**src/rtl/codec_reg_seq.sv**
```systemverilog
// Audio codec boot-table and volume-update sequencer driving a single-write I2C master.
// Optional macro CODEC_SEQ_RETRY_EN adds bounded NACK retry per write.
module codec_reg_seq #(
  parameter int WL        = 16,
  parameter int PHONE_VOL = 30,
  parameter int SPEAK_VOL = 63,
  parameter int PWRUP_DLY = 252,
  parameter int RETRY_MAX = 3
) (
  input  logic        clk,
  input  logic        rst_n,
  input  logic        i2c_done,
  input  logic        i2c_nack,
  input  logic        vol_req,
  input  logic [5:0]  vol_phone,
  input  logic [5:0]  vol_speak,
  output logic        i2c_exec,
  output logic [15:0] i2c_data,
  output logic        init_done,
  output logic        busy,
  output logic        err
);

  localparam logic [1:0] LP_WL =
    (WL == 20) ? 2'b01 :
    (WL == 24) ? 2'b10 :
    (WL == 32) ? 2'b11 : 2'b00;
  localparam logic [15:0] LP_DLY_M1 = 16'(PWRUP_DLY - 1);
  localparam logic [5:0]  LP_PV     = 6'(PHONE_VOL);
  localparam logic [5:0]  LP_SV     = 6'(SPEAK_VOL);

  typedef enum logic [2:0] {
    S_DELAY, S_ISSUE, S_WAIT, S_DONE, S_VOL_ISSUE, S_VOL_WAIT
  } state_t;

  state_t      r_state, w_next;
  logic [15:0] r_cnt;
  logic [4:0]  r_idx;
  logic [1:0]  r_vidx;
  logic [15:0] r_data;
  logic        r_init, r_err;
  logic [5:0]  r_pv, r_sv, r_ppv, r_psv;
  logic        r_pend;

  logic        w_retry, w_issue, w_wait;
  logic        w_dly_end, w_last, w_early, w_vlast;
  logic [4:0]  w_eidx;
  logic [15:0] w_entry;

  function automatic logic [15:0] f_entry(
    input logic [4:0] idx,
    input logic [5:0] pv,
    input logic [5:0] sv
  );
    logic [15:0] f;
    f = '0;
    case (idx)
      5'd0:  f = {7'd0,  9'h001};
      5'd1:  f = {7'd1,  9'h007};
      5'd2:  f = {7'd1,  9'h02F};
      5'd3:  f = {7'd2,  9'h1B3};
      5'd4:  f = {7'd4,  2'b00, LP_WL, 5'b10000};
      5'd5:  f = {7'd6,  9'h001};
      5'd6:  f = {7'd7,  9'h001};
      5'd7:  f = {7'd10, 9'h008};
      5'd8:  f = {7'd14, 9'h108};
      5'd9:  f = {7'd43, 9'h010};
      5'd10: f = {7'd47, 9'h070};
      5'd11: f = {7'd48, 9'h070};
      5'd12: f = {7'd49, 9'h006};
      5'd13: f = {7'd50, 9'h001};
      5'd14: f = {7'd51, 9'h001};
      5'd15: f = {7'd52, 3'b010, pv};
      5'd16: f = {7'd53, 3'b110, pv};
      5'd17: f = {7'd54, 3'b010, sv};
      5'd18: f = {7'd55, 3'b110, sv};
      5'd19: f = {7'd3,  9'h06F};
      default: f = '0;
    endcase
    return f;
  endfunction

  assign w_issue   = (r_state == S_ISSUE) || (r_state == S_VOL_ISSUE);
  assign w_wait    = (r_state == S_WAIT) || (r_state == S_VOL_WAIT);
  assign w_dly_end = (r_cnt == LP_DLY_M1);
  assign w_last    = (r_idx == 5'd19);
  assign w_early   = (r_idx < 5'd2);
  assign w_vlast   = (r_vidx == 2'd3);
  assign w_eidx    = (r_state == S_VOL_ISSUE) ?
                     5'd15 + {3'b000, r_vidx} : r_idx;
  assign w_entry   = f_entry(w_eidx, r_pv, r_sv);

  assign i2c_exec  = w_issue;
  assign i2c_data  = w_issue ? w_entry : r_data;
  assign busy      = (r_state != S_DONE);
  assign init_done = r_init;
  assign err       = r_err;

`ifdef CODEC_SEQ_RETRY_EN
  localparam logic [7:0] LP_RMAX = 8'(RETRY_MAX);
  logic [7:0] r_retry;

  assign w_retry = i2c_nack && (r_retry < LP_RMAX);

  // NACK retry counter, cleared whenever a write is finally accepted or dropped
  always_ff @(posedge clk or negedge rst_n) begin
    if (!rst_n) begin
      r_retry <= '0;
    end else if (w_wait && i2c_done) begin
      r_retry <= w_retry ? r_retry + 8'd1 : '0;
    end
  end
`else
  assign w_retry = 1'b0;
`endif

  // State register
  always_ff @(posedge clk or negedge rst_n) begin
    if (!rst_n) r_state <= S_DELAY;
    else        r_state <= w_next;
  end

  // Next-state decode
  always_comb begin
    w_next = r_state;
    case (r_state)
      S_DELAY:     if (w_dly_end) w_next = S_ISSUE;
      S_ISSUE:     w_next = S_WAIT;
      S_WAIT: begin
        if (i2c_done) begin
          if (w_retry)      w_next = S_ISSUE;
          else if (w_last)  w_next = S_DONE;
          else if (w_early) w_next = S_DELAY;
          else              w_next = S_ISSUE;
        end
      end
      S_DONE:      if (vol_req || r_pend) w_next = S_VOL_ISSUE;
      S_VOL_ISSUE: w_next = S_VOL_WAIT;
      S_VOL_WAIT: begin
        if (i2c_done) begin
          if (w_retry || !w_vlast) w_next = S_VOL_ISSUE;
          else                     w_next = S_DONE;
        end
      end
      default:     w_next = S_DELAY;
    endcase
  end

  // Sequencing datapath: delay count, table index, held data, status flags
  always_ff @(posedge clk or negedge rst_n) begin
    if (!rst_n) begin
      r_cnt  <= '0;
      r_idx  <= '0;
      r_vidx <= '0;
      r_data <= '0;
      r_init <= 1'b0;
      r_err  <= 1'b0;
    end else begin
      if (r_state == S_DELAY)
        r_cnt <= w_dly_end ? '0 : r_cnt + 16'd1;
      if (w_issue)
        r_data <= w_entry;
      if (r_state == S_WAIT && i2c_done && !w_retry) begin
        if (w_last) r_init <= 1'b1;
        else        r_idx  <= r_idx + 5'd1;
      end
      if (r_state == S_VOL_WAIT && i2c_done && !w_retry)
        r_vidx <= r_vidx + 2'd1;
      if (w_wait && i2c_done && i2c_nack && !w_retry)
        r_err <= 1'b1;
    end
  end

  // Volume registers and deferred request (latest values win)
  always_ff @(posedge clk or negedge rst_n) begin
    if (!rst_n) begin
      r_pv   <= LP_PV;
      r_sv   <= LP_SV;
      r_ppv  <= LP_PV;
      r_psv  <= LP_SV;
      r_pend <= 1'b0;
    end else if (r_state == S_DONE) begin
      if (vol_req) begin
        r_pv   <= vol_phone;
        r_sv   <= vol_speak;
        r_pend <= 1'b0;
      end else if (r_pend) begin
        r_pv   <= r_ppv;
        r_sv   <= r_psv;
        r_pend <= 1'b0;
      end
    end else if (vol_req) begin
      r_pend <= 1'b1;
      r_ppv  <= vol_phone;
      r_psv  <= vol_speak;
    end
  end

endmodule
```
**config.mk**
```make
export PLATFORM = sky130hd
export DESIGN_NAME = codec_reg_seq
export DESIGN_NICKNAME = d
export VERILOG_FILES = /design/src/rtl/codec_reg_seq.sv
export SDC_FILE = /design/constraint.sdc
export NUM_CORES = 1
export LEC_CHECK = 0
export CORE_MARGIN = 2
export CORE_UTILIZATION = 57
export DETAILED_ROUTE_END_ITERATION = 8
export MAX_ROUTING_LAYER = met4
export PLACE_DENSITY = 0.8
export SETUP_SLACK_MARGIN = 0.2
export SYNTH_ARGS = -nofsm -noshare
export SYNTH_HDL_FRONTEND = slang
export SYNTH_SLANG_ARGS = --single-unit
```
**constraint.sdc**
```tcl
create_clock -name clk -period 3.6 [get_ports clk]
set_clock_uncertainty 0.1 [all_clocks]
set_input_delay 0.54 -clock clk [delete_from_list [all_inputs] [get_ports clk]]
set_output_delay 0.54 -clock clk [all_outputs]
set_load 0.02 [all_outputs]
```
Yosys cells after proc, flatten, opt, wreduce, memory -nomap -nowiden --
Cells that the tools add are included.
Word-level totals: register bits 69, input port bits 17, word-level logic and storage cells 85, output and inout bits 20
Cells by class: multiplexer cells 18, order comparisons 1, $add $sub $neg 4, reduce and logical (&&, ||, !) cells 16, equal/unequal tests 32, bitwise logic cells 2
Operator list (number):
- $pmux 15 s20 | 1
- $eq 5x4->1 const B | 8
- $mux 16 | 2
- $eq 5x5->1 const B | 5
- $mux 6 | 4
- $eq 5x3->1 const B | 4
- $pmux 3 s6 | 1
- $add 16x1->16 const B | 1
- $eq 16x8->1 const B | 1
- $mux 3 | 5
- $eq 5x2->1 const B | 2
- $ne 2x2->1 const B | 4
- $reduce_and 2->1 | 4
- $eq 3x2->1 const B | 2
- $eq 3x3->1 const B | 2
- $add 4x2->5 const A | 1
- $add 5x1->5 const B | 1
- $eq 5x1->1 const B | 1
- $logic_not 5->1 | 1
- $lt 5x2->1 const B | 1
- $mux 5 | 1
- $logic_and 1x1->1 | 4
- $reduce_and 4->1 | 1
- $reduce_bool 2->1 | 2
- 9 further kinds | 14

Longest topological paths before layout --
word-level depth 5, mapped depth 9, mapped depth without buffers 7

Worst setup path before layout --
OpenSTA, ideal clock, no wires.
path kind register to output, start point register r_vidx[0], end point output port i2c_data[2], arrival time 2.638 ns, stages on the path, launching flop included 9, path slack 0.322 ns, buffers on the path 1, data required time 2.960 ns, path through dfrtp_1 > clkbuf_1 > inv_1 > ha_1 > or2_1 > o221a_2 > a21oi_1 > nand2_1 > a311oi_1
On the way: cells in the longest elaborated chain, start to end 5, elaborated cells on any way between the ends 24, those cells by class add/sub (1); eq/ne (19); mux (3); reduce/logical (1)
Ends and longest elaborated chain:
- start, declared | line 39 | logic [1:0] r_vidx;
- start signal, assigned | line 168 | r_vidx <= r_vidx + 2'd1;
- $add 4x2->5 * | line 90 | 5'd15 + {3'b000, r_vidx} : r_idx;
- $mux 5 * | line 89 | assign w_eidx = (r_state == S_VOL_ISSUE) ?
- $eq 5x5->1 (tied with other cells) | line 57 | case (idx)
- $pmux 15 s20 * | line 57
- $mux 16 *
- end, declared | line 18 | output logic [15:0] i2c_data,
Mark *: on every way between the ends. The rest lies on a longest branch, timed or not.

Final worst setup path --
start point register r_state[1], end point output port i2c_data[7]
On the way: cells in the longest elaborated chain, start to end 5, elaborated cells on any way between the ends 26, those cells by class eq/ne (21); mux (3); reduce/logical (2)
Ends and longest elaborated chain:
- start, declared | line 36 | state_t r_state, w_next;
- start signal, assigned | line 120 | else r_state <= w_next;
- $eq 3x3->1 | line 83, 89
- $mux 5 | line 89
- $eq 5x5->1 (tied with other cells) | line 57
- $pmux 15 s20 | line 57
- $mux 16 *
Marks and branches as above.

==> impl_metrics.env <==
export IMPL_cts_buffer_depth=2
export IMPL_area_growth_pct=18.65
export IMPL_die_x_um=84.76
export IMPL_final_cell_mix="48 x nor2_1, 47 x dfrtp_1, 37 x nand2_1, 37 x a21oi_1, 23 x clkdlybuf4s50_1"
export IMPL_yosysUniqueCellTypes=59
export IMPL_fmax_mhz=304.2
export IMPL_slew_violations=0
export IMPL_cts_htree_levels=3
export IMPL_p_total_mw=4.141
export IMPL_io_pins=37
export IMPL_synthesis_area_mm2=0.003717
export IMPL_clk_latency_ps=350
export IMPL_dp_slack_ps=166.7
export IMPL_grt_pass1_wl_um=14290
export IMPL_status="finished, final reports clean"
export IMPL_gp_congestion=1.048
export IMPL_track_usage_pct=25.58
export IMPL_firstDrtPassIters=5
export IMPL_io_buffers=36
export IMPL_hold_violations=0
export IMPL_crit_required_ps=2960
export IMPL_yosys_warnings=0
export IMPL_setup_viol=0
export IMPL_place_hpwl_um=5690
export IMPL_synth_cells=396
export IMPL_gr_usage_met2_pct=38.15
export IMPL_rsz0062_at_grt="yes"
export IMPL_antenna_cells=0
export IMPL_synth_edf_count=0
export IMPL_core_area_mm2=0.006314
export IMPL_post_route_period_util_pct=91.31
export IMPL_final_nets=456
export IMPL_critPathLaunchType="flip-flop"
export IMPL_fp_row_count=29
export IMPL_critPathMaxFanout=14
export IMPL_holdWs_ps=255.2
export IMPL_setup_ws_ps=313.0
export IMPL_via_per_inst=6.035
export IMPL_cts_hold_buf=0
export IMPL_place_inst=498
export IMPL_cts_inserted_buffers=9
export IMPL_antenna_found_initial=0
export IMPL_drive_gt1_share_pct=19.59
export IMPL_root_buffer="clkbuf_8"
export IMPL_dieArea_mm2=0.007183
export IMPL_syn_num_nets=418
export IMPL_grt_overflow=0
export IMPL_grt_max_degree=46
export IMPL_post_drt_wl_per_cell_um=16.34
export IMPL_drcViolationCount=0
export IMPL_synth_ff_type="dfrtp_1"
export IMPL_final_common_cell="nor2_1"
export IMPL_use_met3_pct=5.998
export IMPL_drv_cap=0
export IMPL_routed_wl_um=8429
export IMPL_cts_sinks=69
export IMPL_start_util_pct=58.88
export IMPL_die_y_um=84.76
export IMPL_path_class="reg -> out"
export IMPL_fin_cells=516
export IMPL_p_per_area_mw_per_mm2=938.9
export IMPL_hp_class="in -> async"
export IMPL_finalSetupTns_ps=0
export IMPL_postSynth_asyncResetShare_pct=100.0
export IMPL_tightestPinTransition_ps=1002
export IMPL_cp_arrival_ps=2650
export IMPL_grt_pass1_vias=2931
export IMPL_ys_ff_latch=69
export IMPL_initialDrtViolationCount=282
export IMPL_power_leakage_nw=1.852
export IMPL_ir_drop_uv=611.1
export IMPL_cts_tree="yes"
export IMPL_avgSynthCellArea_um2=9.387
export IMPL_use_met1_pct=35.77
export IMPL_vias=3114
export IMPL_cp_end_kind="primary output"
export IMPL_grt_busiest_layer="met2"
export IMPL_synth_yosys_seq_area_share_pct=47.12
export IMPL_post_route_min_period_ps=3287
export IMPL_final_antenna_net_count=0
export IMPL_path_clk_slew_ps=80
export IMPL_slew_limit_headroom_pct=33.21
==> sequential cells by signal, summed over array words and instances, names as in the netlist <==
| name | cells |
|---|---|
| r_ppv | 6 |
| r_idx | 5 |
| r_psv | 6 |
| r_cnt | 16 |
| r_pend | 1 |
| r_sv | 6 |
| r_pv | 6 |
| r_data | 16 |
| r_state | 3 |
| err | 1 |
| init_done | 1 |
| r_vidx | 2 |
==> synth_stat cells, types with 6 or more instances <==
library cell | count | share of area [%]
o21ai_0 | 20 | 2.7
xor2_1 | 6 | 1.4
nor2_1 | 48 | 4.8
nand3_1 | 12 | 1.6
dfstp_2 | 20 | 14
nand2_1 | 37 | 3.7
a21oi_1 | 37 | 5.0
nand2b_1 | 8 | 1.3
mux2i_1 | 14 | 3.8
a31oi_1 | 9 | 1.5
inv_1 | 9 | 0.91
nor3_1 | 9 | 1.2
clkbuf_1 | 21 | 2.1
mux2_2 | 16 | 4.8
dfrtp_1 | 49 | 33
xnor2_1 | 8 | 1.9
==> final cells by class <==
type | count | area [um^2]
clock inverter | 7 | 78.83
tap | 77 | 96.34
multi-input combinational | 294 | 1862
sequential | 69 | 1754
clock buffer | 9 | 123.9
timing repair buffer | 51 | 457.9
inverter | 9 | 37.54
fill | 502 | 1903
==> repair_timing <==
| item | CTS | global route |
|---|---|---|
| setup buffers | 0 | 2 |
| pin swaps | 0 | 0 |
| setup endpoints to repair | 13 | 13 |
| resized for setup | 10 | 24 |
| hold endpoints to repair | 0 | 0 |
==> worst paths after layout <==
check	start	to	slack, ps	depth (start not counted)
min in group clk	r_cnt[15]	r_cnt[15]	370	1
max in group asynchronous	rst_n	r_pv[2]	2200	2
min	rst_n	err	260	1
min reg2reg	r_cnt[15]	r_cnt[15]	370	1
max	r_state[1]	i2c_data[7]	310	6
max reg2reg	r_cnt[11]	r_cnt[0]	1210	4
==> power by group <==
part           leakage (nW)  switching (mW)  total, mW  internal (mW)
logic                 0.932            1.25       2.11          0.860
registers             0.819           0.251       1.36           1.11
clock network         0.101           0.337      0.666          0.329
total                  1.85            1.84       4.14           2.30
==> stage by stage <==
stage / utilization (%) / cell area (um^2)
after floorplan: - / 3717
after global placement: 66.01 / 4168
after detailed placement: 66.01 / 4168
after CTS: 69.12 / 4364
after global routing: 69.86 / 4410
final: 69.86 / 4410
==> routing by layer <==
layer | wire length [um] | part of all wire (%)
met3 | 452 | 5.4
met2 | 4039 | 48
met5 | 0 | 0
met1 | 3801 | 45
met4 | 136 | 1.6
==> kinds of logic after synthesis <==
group	count (synthesis)	share of synthesized area, %
simple gates	145	19.12
buf+inv	33	3.568
compound gates	100	16.59
xor+xnor	14	3.299
flops	69	47.12
mux	30	8.616
fa+ha+maj	5	1.683
==> worst max-delay path, cell delays in order (launching register included) <==
cell and delay, ps:
dfrtp_2 500, or3b_4 510, o21ai_0 240, buf_4 170, mux2i_1 80, a21oi_1 180, clkdlybuf4s50_1 630
Power figures use the tool's default switching activity.
